===== src/rtl/adc_capture_seq_if.sv =====
// Capture sequencer bus: ADC sample stream and run controls in, RAM write port
// and status out. The sequencer is the master of the write bus; the
// ADC/control/RAM side is the slave.
interface adc_capture_seq_if #(
  parameter int NCH = 8,
  parameter int DW  = 16,
  parameter int AW  = 14,
  parameter int LRW = 3
);
  logic [NCH*DW-1:0] adc_data;
  logic [LRW-1:0]    log_ratio;
  logic [NCH-1:0]    chan_mask;
  logic [AW-1:0]     pre_len;
  logic [AW-1:0]     post_len;
  logic              continuous;
  logic              arm;
  logic              abort;
  logic              ack;
  logic              trig;
  logic [NCH-1:0]    wr_en;
  logic [AW-1:0]     wr_addr;
  logic [NCH*DW-1:0] wr_data;
  logic [AW-1:0]     trig_addr;
  logic [2:0]        state;
  logic              trig_missed;

  modport master (
    input  adc_data, log_ratio, chan_mask, pre_len, post_len,
    input  continuous, arm, abort, ack, trig,
    output wr_en, wr_addr, wr_data, trig_addr, state, trig_missed
  );

  modport slave (
    output adc_data, log_ratio, chan_mask, pre_len, post_len,
    output continuous, arm, abort, ack, trig,
    input  wr_en, wr_addr, wr_data, trig_addr, state, trig_missed
  );
endinterface


===== src/rtl/adc_capture_seq.sv =====
// Multi-channel ADC capture sequencer: per-channel power-of-two boxcar
// decimation feeding a pre/post-trigger circular-buffer writer with
// single-shot or auto-rearm operation.
module adc_capture_seq #(
  parameter int NCH = 8,
  parameter int DW  = 16,
  parameter int AW  = 14,
  parameter int LRW = 3
) (
  input logic              clk,
  input logic              rst_n,
  adc_capture_seq_if.master bus
);

  localparam int ACW = DW + (1 << LRW) - 1;  // accumulator width
  localparam int CW  = (1 << LRW) - 1;       // sample counter width

  typedef enum logic [2:0] {
    S_IDLE  = 3'd0,
    S_PRE   = 3'd1,
    S_ARMED = 3'd2,
    S_POST  = 3'd3,
    S_DONE  = 3'd4
  } state_t;

  // decimator
  logic [LRW-1:0]        lr_q;
  logic [CW-1:0]         dec_cnt;
  logic [CW-1:0]         cnt_max;
  logic signed [ACW-1:0] acc_q   [NCH];
  logic signed [ACW-1:0] acc_sum [NCH];
  logic [NCH*DW-1:0]     dec_data;
  logic                  lr_chg;
  logic                  cnt_last;
  logic                  stb;

  // sequencer
  state_t            st;
  logic              trig_q;
  logic              pend;
  logic              trig_edge;
  logic              restart;
  logic              do_wr;
  logic [AW-1:0]     ptr;
  logic [AW-1:0]     pre_cnt;
  logic [AW-1:0]     post_cnt;
  logic [AW-1:0]     trig_addr_q;
  logic [AW-1:0]     wr_addr_q;
  logic [NCH-1:0]    wr_en_q;
  logic [NCH*DW-1:0] wr_data_q;
  logic              trig_missed_q;

  // Sum current sample into each accumulator and form the shifted average.
  always_comb begin
    lr_chg   = (bus.log_ratio != lr_q);
    cnt_max  = CW'((32'd1 << bus.log_ratio) - 32'd1);
    cnt_last = (dec_cnt == cnt_max);
    // a ratio change discards the sample of that cycle along with the partial sum
    stb      = !lr_chg && cnt_last;
    dec_data = '0;
    for (int unsigned k = 0; k < NCH; k++) begin
      acc_sum[k] = acc_q[k] + {{(ACW-DW){bus.adc_data[k*DW+DW-1]}},
                               bus.adc_data[k*DW +: DW]};
      dec_data[k*DW +: DW] = DW'(acc_sum[k] >>> bus.log_ratio);
    end
  end

  // Decimation counter and accumulators; restart on window end or ratio change.
  always_ff @(posedge clk or negedge rst_n) begin
    if (!rst_n) begin
      lr_q    <= '0;
      dec_cnt <= '0;
      for (int unsigned k = 0; k < NCH; k++) acc_q[k] <= '0;
    end else begin
      lr_q <= bus.log_ratio;
      if (lr_chg || cnt_last) begin
        dec_cnt <= '0;
        for (int unsigned k = 0; k < NCH; k++) acc_q[k] <= '0;
      end else begin
        dec_cnt <= dec_cnt + 1'b1;
        for (int unsigned k = 0; k < NCH; k++) acc_q[k] <= acc_sum[k];
      end
    end
  end

  // Edge detect, restart condition and write qualification.
  always_comb begin
    trig_edge = bus.trig & ~trig_q;
    restart   = bus.arm || (st == S_DONE && bus.continuous && bus.ack);
    do_wr     = stb && !bus.abort && !restart &&
                (st == S_PRE || st == S_POST ||
                 (st == S_ARMED && !(pend && bus.post_len == '0)));
  end

  // Capture FSM with registered write port and status.
  always_ff @(posedge clk or negedge rst_n) begin
    if (!rst_n) begin
      st            <= S_IDLE;
      trig_q        <= 1'b0;
      pend          <= 1'b0;
      ptr           <= '0;
      pre_cnt       <= '0;
      post_cnt      <= '0;
      trig_addr_q   <= '0;
      wr_addr_q     <= '0;
      wr_en_q       <= '0;
      wr_data_q     <= '0;
      trig_missed_q <= 1'b0;
    end else begin
      trig_q  <= bus.trig;
      wr_en_q <= '0;
      if (do_wr) begin
        wr_en_q   <= bus.chan_mask;
        wr_addr_q <= ptr;
        wr_data_q <= dec_data;
        ptr       <= ptr + 1'b1;
      end
      if (bus.abort) begin
        st   <= S_IDLE;
        pend <= 1'b0;
      end else if (restart) begin
        ptr           <= '0;
        pre_cnt       <= '0;
        post_cnt      <= '0;
        pend          <= 1'b0;
        trig_missed_q <= trig_edge;
        st            <= (bus.pre_len == '0) ? S_ARMED : S_PRE;
      end else begin
        if (trig_edge && st != S_ARMED) trig_missed_q <= 1'b1;
        if (trig_edge && st == S_ARMED) pend <= 1'b1;
        case (st)
          S_PRE: if (stb) begin
            pre_cnt <= pre_cnt + 1'b1;
            if (pre_cnt == bus.pre_len - 1'b1) st <= S_ARMED;
          end
          S_ARMED: if (stb && pend) begin
            trig_addr_q <= ptr;
            pend        <= 1'b0;
            if (bus.post_len == '0) begin
              st <= S_DONE;
            end else begin
              post_cnt <= AW'(1);
              st       <= (bus.post_len == AW'(1)) ? S_DONE : S_POST;
            end
          end
          S_POST: if (stb) begin
            post_cnt <= post_cnt + 1'b1;
            if (post_cnt == bus.post_len - 1'b1) st <= S_DONE;
          end
          default: ;
        endcase
      end
    end
  end

  assign bus.wr_en       = wr_en_q;
  assign bus.wr_addr     = wr_addr_q;
  assign bus.wr_data     = wr_data_q;
  assign bus.trig_addr   = trig_addr_q;
  assign bus.state       = st;
  assign bus.trig_missed = trig_missed_q;

endmodule

===== src/flat_wrapper.sv =====
// flat-port wrapper written by rule: the top's interface ports become plain ports
module adc_capture_seq_flat 
#(
  parameter int NCH = 8,
  parameter int DW  = 16,
  parameter int AW  = 14,
  parameter int LRW = 3
)
  (clk, rst_n, bus_adc_data, bus_log_ratio, bus_chan_mask, bus_pre_len, bus_post_len, bus_continuous, bus_arm, bus_abort, bus_ack, bus_trig, bus_wr_en, bus_wr_addr, bus_wr_data, bus_trig_addr, bus_state, bus_trig_missed);
  adc_capture_seq_if #(.NCH(NCH), .DW(DW), .AW(AW), .LRW(LRW)) bus_i ();
  input logic clk;
  input logic rst_n;
  input wire logic [$bits(bus_i.adc_data)-1:0] bus_adc_data;
  input wire logic [$bits(bus_i.log_ratio)-1:0] bus_log_ratio;
  input wire logic [$bits(bus_i.chan_mask)-1:0] bus_chan_mask;
  input wire logic [$bits(bus_i.pre_len)-1:0] bus_pre_len;
  input wire logic [$bits(bus_i.post_len)-1:0] bus_post_len;
  input wire logic [$bits(bus_i.continuous)-1:0] bus_continuous;
  input wire logic [$bits(bus_i.arm)-1:0] bus_arm;
  input wire logic [$bits(bus_i.abort)-1:0] bus_abort;
  input wire logic [$bits(bus_i.ack)-1:0] bus_ack;
  input wire logic [$bits(bus_i.trig)-1:0] bus_trig;
  output wire logic [$bits(bus_i.wr_en)-1:0] bus_wr_en;
  output wire logic [$bits(bus_i.wr_addr)-1:0] bus_wr_addr;
  output wire logic [$bits(bus_i.wr_data)-1:0] bus_wr_data;
  output wire logic [$bits(bus_i.trig_addr)-1:0] bus_trig_addr;
  output wire logic [$bits(bus_i.state)-1:0] bus_state;
  output wire logic [$bits(bus_i.trig_missed)-1:0] bus_trig_missed;
  assign bus_i.adc_data = bus_adc_data;
  assign bus_i.log_ratio = bus_log_ratio;
  assign bus_i.chan_mask = bus_chan_mask;
  assign bus_i.pre_len = bus_pre_len;
  assign bus_i.post_len = bus_post_len;
  assign bus_i.continuous = bus_continuous;
  assign bus_i.arm = bus_arm;
  assign bus_i.abort = bus_abort;
  assign bus_i.ack = bus_ack;
  assign bus_i.trig = bus_trig;
  assign bus_wr_en = bus_i.wr_en;
  assign bus_wr_addr = bus_i.wr_addr;
  assign bus_wr_data = bus_i.wr_data;
  assign bus_trig_addr = bus_i.trig_addr;
  assign bus_state = bus_i.state;
  assign bus_trig_missed = bus_i.trig_missed;
  adc_capture_seq #(.NCH(NCH), .DW(DW), .AW(AW), .LRW(LRW)) u_core (.clk(clk), .rst_n(rst_n), .bus(bus_i));
endmodule

===== config.mk =====
export PLATFORM = sky130hd
export DESIGN_NAME = adc_capture_seq_flat
export DESIGN_NICKNAME = d
export VERILOG_FILES = /design/src/rtl/adc_capture_seq_if.sv /design/src/rtl/adc_capture_seq.sv /design/src/flat_wrapper.sv
export SDC_FILE = /design/constraint.sdc
export NUM_CORES = 1
export LEC_CHECK = 0
export ABC_AREA = 0
export BUFFER_PORTS_ARGS = -buffer_cell sky130_fd_sc_hd__buf_2
export CAP_MARGIN = 20
export CORE_MARGIN = 4
export CORE_UTILIZATION = 38
export DETAILED_ROUTE_END_ITERATION = 8
export MAX_ROUTING_LAYER = met4
export REMOVE_ABC_BUFFERS = 1
export SKIP_CTS_REPAIR_TIMING = 1
export SKIP_LAST_GASP = 1
export SYNTH_ARGS = -nofsm -noshare
export SYNTH_HDL_FRONTEND = slang
export SYNTH_SLANG_ARGS = --single-unit

===== constraint.sdc =====
create_clock -name clk -period 3.1 [get_ports clk]
set_clock_uncertainty 0.15 [all_clocks]
set_input_delay 0.465 -clock clk [delete_from_list [all_inputs] [get_ports clk]]
set_output_delay 0.465 -clock clk [all_outputs]
set_load 0.05 [all_outputs]

Word level (Yosys, flattened, before mapping)
Index checks and enable logic that the tools add are counted.
Widths: inputs -> output; s select.
Storage, ports and cells
  bits in latches: 0
  output and inout bits: 168
  memories kept: 0
  bits in read-only memories: 0
  bits in writable memories: 0
  input port bits: 174
  logic and storage cells: 130
  register bits after elaboration: 406
Cells by class
  reduce and logical (&&, ||, !) cells: 31
  mux-type cells: 32
  divide/modulo/power cells: 0
  bitwise logic cells: 4
  shift operators: 9
  $lt $le $gt $ge: 0
  add/sub/neg operators: 15
  $mul: 0
  equality and inequality tests: 18
Operators by type and width (count)
  $add 23x23->23: 8
  $mux 184: 1
  $sshr 23x3->16: 8
  $mux 14: 10
  $add 14x1->14 const B: 3
  $eq 14x14->1: 2
  $logic_not 14->1: 2
  $pmux 14 s2: 1
  $sub 14x1->14 const B: 2
  $mux 3: 9
  $eq 14x1->1 const B: 1
  $ne 4x3->1 const B: 3
  $logic_and 1x1->1: 11
  $ne 3x2->1 const B: 3
  $pmux 3 s3: 1
  $mux 8: 1
  $ne 4x2->1 const B: 2
  $add 7x1->7 const B: 1
  $eq 7x7->1: 1
  $mux 1: 7
  $mux 7: 1
  $shl 1x3->7 const A: 1
  $sub 7x1->7 const B: 1
  $eq 3x2->1 const B: 2
  17 further kinds: 27

Longest topological paths before layout
  depth after elaboration: 10
  gate-level depth with buffers: 18
  depth with buffers taken out: 15

Worst setup path before layout
Ideal clock, no wire load.
  path type: in2reg
  start: input port bus_log_ratio[2]
  end: register u_core.trig_addr_q[10], in the netlist u_core.bus.trig_addr[10]
  cell stages on the path: 15
  setup slack: -1.090 ns
  data required time: 2.825 ns
  arrival time: 3.915 ns
  library setup time: 0.125 ns
  buffers on the path: 5
  cell sequence: inv_1 -> clkbuf_1 -> buf_1 -> clkbuf_1 -> nand2_1 -> ha_1 -> buf_6 -> or3_1 -> a21oi_1 -> o21ai_0 -> a22oi_2 -> nand4bb_4 -> nor3_1 -> buf_2 -> mux2_2
On the way
  word-level cells in the longest chain between the ends: 6
  elaborated cells on any way between the ends: 8
  those cells by class: add/sub: 1; eq/ne: 2; shift: 1; reduce/logical: 4
RTL lines
  start: declaration: line flat_wrapper.sv:14  | input wire logic [$bits(bus_i.log_ratio)-1:0] bus_log_ratio;
  $shl 1x3->7: line adc_capture_seq.sv:56  | cnt_max = CW'((32'd1 << bus.log_ratio) - 32'd1);
  $sub 7x1->7: line adc_capture_seq.sv:56
  $eq 7x7->1: line adc_capture_seq.sv:57  | cnt_last = (dec_cnt == cnt_max);
  $logic_and 1x1->1 *: line adc_capture_seq.sv:59  | stb = !lr_chg && cnt_last;
  $logic_and 1x1->1 *: line adc_capture_seq.sv:136  | S_ARMED: if (stb && pend) begin
  $reduce_and 4->1 (no source line) *
  end signal: assignment: line adc_capture_seq.sv:137  | trig_addr_q <= ptr;
  end: declaration: line adc_capture_seq.sv:47  | logic [AW-1:0] trig_addr_q;
Every way passes the cells marked *; elsewhere a longest branch is shown, timed or not.
A chain may end at the register's enable or synchronous reset.

Worst setup path in the final report
  start: register u_core.acc_q[92] (netlist name)
  end: register u_core.wr_data_q[60], in the netlist u_core.bus.wr_data[60]
On the way
  word-level cells in the longest chain between the ends: 2
RTL lines
  start: declaration: line adc_capture_seq.sv:30  | logic signed [ACW-1:0] acc_q [NCH];
  $add 23x23->23: line adc_capture_seq.sv:62  | acc_sum[k] = acc_q[k] + {{(ACW-DW){bus.adc_data[k*DW+DW-1]}},
  $sshr 23x3->16: line adc_capture_seq.sv:64  | dec_data[k*DW +: DW] = DW'(acc_sum[k] >>> bus.log_ratio);
  end signal: assignment: line adc_capture_seq.sv:115  | wr_data_q <= dec_data;
  end: declaration: line adc_capture_seq.sv:50  | logic [NCH*DW-1:0] wr_data_q;
Every way passes these cells.

==> flow_summary.toml <==
[status]
status = "finished with violations"
violations = "negative setup slack"

[setup_path]
crit_type = "flop to flop"
timing.rr.end = "u_core.bus.wr_data[60]"
cp-endpoint = "u_core.bus.wr_data[60]"
crit_required_ns = 3.47
rrSetupSlack_ns = -0.22
cp.arrival_ns = 3.70
end_kind = "flop"
critPathLaunchType = "flop"
r2r_cells = 16
startpoint = "u_core.acc_q[92]"
reg2reg_from = "u_core.acc_q[92]"
crit_fanout = 4

[floorplan]
ios = 342
start_util_pct = 38.51
die_width_microns = 285.9
coreArea_sq_um = 76200
dieArea_sq_um = 81730
rows = 101
die_h_microns = 285.9

[pwr]
ir_drop_uv = 384.1
power.leakage_nw = 20.34
internal-power_mw = 12.09
p_comb_share_pct = 31.6
p_clk_share_pct = 37.1
powerDensity_nw_per_um2 = 429.9
switching_share_pct = 31.56
p_sw_mw = 5.577
seqPwrFrac_pct = 31.4

[route]
firstDrtPassIters = 5
vias = 29050
drt-total-wl_mm = 102.9
wl_per_cell_microns = 19.18
viasPerCell = 5.413
route.detailed.drc = 0
ant_nets = 0
drt-initial-drc-count = 1874

[timing]
setup_viol = 42
maxSlewViolCount = 0
timing.final.ws_setup_ns = -0.2222
hold_violations = 0
fmax_mhz = 301.0
rsz0062_at_grt = "true"
worst_slew_pin_slew_ns = 0.8554
maxSlewHeadroom_pct = 42.57
finalCriticalPeriod_ns = 3.322
finalCritPeriodShare_pct = 107.2

[global_route]
grt_pass1_vias = 28060
antenna_found_initial = 10
grt_max_degree = 66
overflow = 0
grt.total_usage_pct = 24.25
grt_pass1_wl_mm = 155.8

[cells_and_area]
fin_util_pct = 53.93
multiInputGateArea_sq_um = 20240
drive_above_1_share_pct = 35.40
final_nets = 4654
areaGrowthSynthToFinish_pct = 40.06
fillers = 7021
final_cell_area_sq_um = 41100
regArea_sq_um = 10160

[clock_tree]
clockBufferDepth = 3
path_clk_slew_ns = 0.06
clk_root_buffer_cell = "clkbuf_16"
cts.sinks = 406
cts-buffers-inserted = 52
htree_levels = 2
clk_latency_ns = 0.61
cts_tree = "done"

[yosys]
synth_top_area_cell = "dfrtp_1"
yosysTopAreaCellShare_pct = 34.62
netlist-cell-type-count = 100
synth_ff_type = "dfrtp_1"
yosys_warnings = 0
synth-seq-cells = 406
async_flop_share_pct = 100.0
syn_area_sq_um = 29340
synth_top_cells_by_area = "dfrtp_1 35%, ha_1 7.9%, nor2_1 5.9%"
yosysSeqAreaShare_pct = 34.62
synth_edf_count = 0
synth_area_per_cell_sq_um = 8.653
synthCells = 3391

[job]
drv_cap = 0

[placed_design]
dp_hpwl_mm = 75.78
gp_congestion = 0.9256
portBuffers = 341
placed_area_sq_um = 36540

[worst_hold_path]
holdCritPathClass = "input pin to flop"
-- sequential cells by signal, indices dropped and copies added, names as in the netlist --
| register | cells |
|---|---|
| u_core.ptr | 14 |
| u_core.bus.trig_missed | 1 |
| u_core.lr_q | 3 |
| u_core.dec_cnt | 7 |
| u_core.acc_q | 184 |
| u_core.bus.trig_addr | 14 |
| u_core.post_cnt | 14 |
| u_core.trig_q | 1 |
| u_core.bus.state | 3 |
| u_core.pre_cnt | 14 |
| u_core.bus.wr_data | 128 |
| u_core.pend | 1 |
| u_core.bus.wr_addr | 14 |
| u_core.bus.wr_en | 8 |
-- cells by family (layout without fill, tap and decap cells) --
group / count (synthesis) / after routing / synth area share (%)
compound gates: 988 / 988 / 21.55
mux: 158 / 158 / 6.797
flops: 406 / 406 / 34.62
xor+xnor: 229 / 229 / 6.861
buf+inv: 255 / 1191 / 3.433
fa+ha+maj: 193 / 193 / 8.434
simple gates: 1162 / 1163 / 18.30
other cells: 0 / 9 / 0
-- layer usage --
metal	track usage (%)	part of all wire [%]	wire [microns]	vias to the layer above
li1	-	-	-	14020
met1	32.05	44	45370	14150
met2	38.65	47	48670	720
met3	4.064	5.9	6107	168
met4	6.780	2.7	2779	0
met5	-	0	0	-
-- critical path: stages, from the launching register on --
cell      delay, ns
dfrtp_1        0.37
ha_2           0.19
inv_2          0.06
fa_2           0.20
nor2b_1        0.05
o21a_1         0.21
o21ai_2        0.19
a211oi_2       0.11
buf_4          0.17
or3_4          0.33
a21oi_2        0.15
xor2_1         0.09
buf_4          0.16
mux4_2         0.53
nor2_2         0.17
a21oi_2        0.04
o21ai_1        0.09
-- area by class of cell --
cell class,instances,share of cell area [%]
multi-input combinational,2731,49.24
tap,1030,3.136
antenna,9,0.05480
clock buffer,68,3.580
sequential,406,24.72
clock inverter,27,0.9164
timing repair buffer,1010,17.55
inverter,86,0.8068
-- worst min-delay path by stage --
stage	start	slack [ns]	depth (start not counted)	endpoint
6_report	bus_abort	0.08	4	u_core.bus.state[0]
5_1_grt	bus_abort	0.08	4	u_core.bus.state[0]
4_1_cts	rst_n	-0.29	1	u_core.bus.wr_data[94]
3_5_place_dp	u_core.bus.wr_addr[7]	0.31	2	u_core.bus.wr_addr[7]
3_3_place_gp	u_core.bus.wr_addr[13]	0.30	2	u_core.bus.wr_addr[13]
2_1_floorplan	rst_n	0.02	0	u_core.acc_q[0]
-- placed cells by master, fill, tap and decap left out, types with 38 or more instances in the layout --
cell type  synthesis  final
a211oi_1          54     43
a21o_1            98     98
a21oi_1          306    250
a21oi_2            3     54
and3_1            66     64
buf_2             31    337
buf_4              0    609
clkbuf_16          0     53
dfrtp_1          406    406
ha_1             185    164
inv_1             86     72
mux2i_1           89     71
nand2_1          311    303
nand3_1           50     49
nor2_1           461    441
nor2b_1           61     56
nor3_1            50     43
o21a_1            38     38
o21ai_0          207    157
xnor2_1          123     97
xor2_1           105     86
-- cells in the mapped netlist (54+ instances only) --
cell	n
nand2_1	311
a211oi_1	54
a21oi_1	306
ha_1	185
clkbuf_1	114
xnor2_1	123
o21ai_0	207
mux2i_1	89
inv_1	86
xor2_1	105
nor2_1	461
nor2b_1	61
a21o_1	98
dfrtp_1	406
and3_1	66
-- power by group through the flow --
stage | sequential, mW | combinational, mW | clock, mW
2_1_floorplan | 5.66 | 2.69 | 0
3_3_place_gp | 5.62 | 4.82 | 0
3_5_place_dp | 5.63 | 4.84 | 0
4_1_cts | 5.53 | 4.88 | 6.69
5_1_grt | 5.55 | 6.07 | 6.91
6_report | 5.54 | 5.58 | 6.55
-- metrics by stage --
step                      hold WS, ns  setup WS, ns  setup TNS, ns  instances  power (mW)
after floorplan               0.01941        -4.501       -1228.91       3222       8.347
after detailed placement       0.3082       -0.6810        -159.20       5193       10.47
after CTS                     -0.2854       -0.3913         -15.55       5288       17.11
after global routing          0.07851       -0.3886         -16.36       5367       18.53
after global placement         0.3002       -0.5829        -124.14       5193       10.45
final                         0.08093       -0.2222         -4.298       5367       17.67
Power figures use the tool's default switching activity.
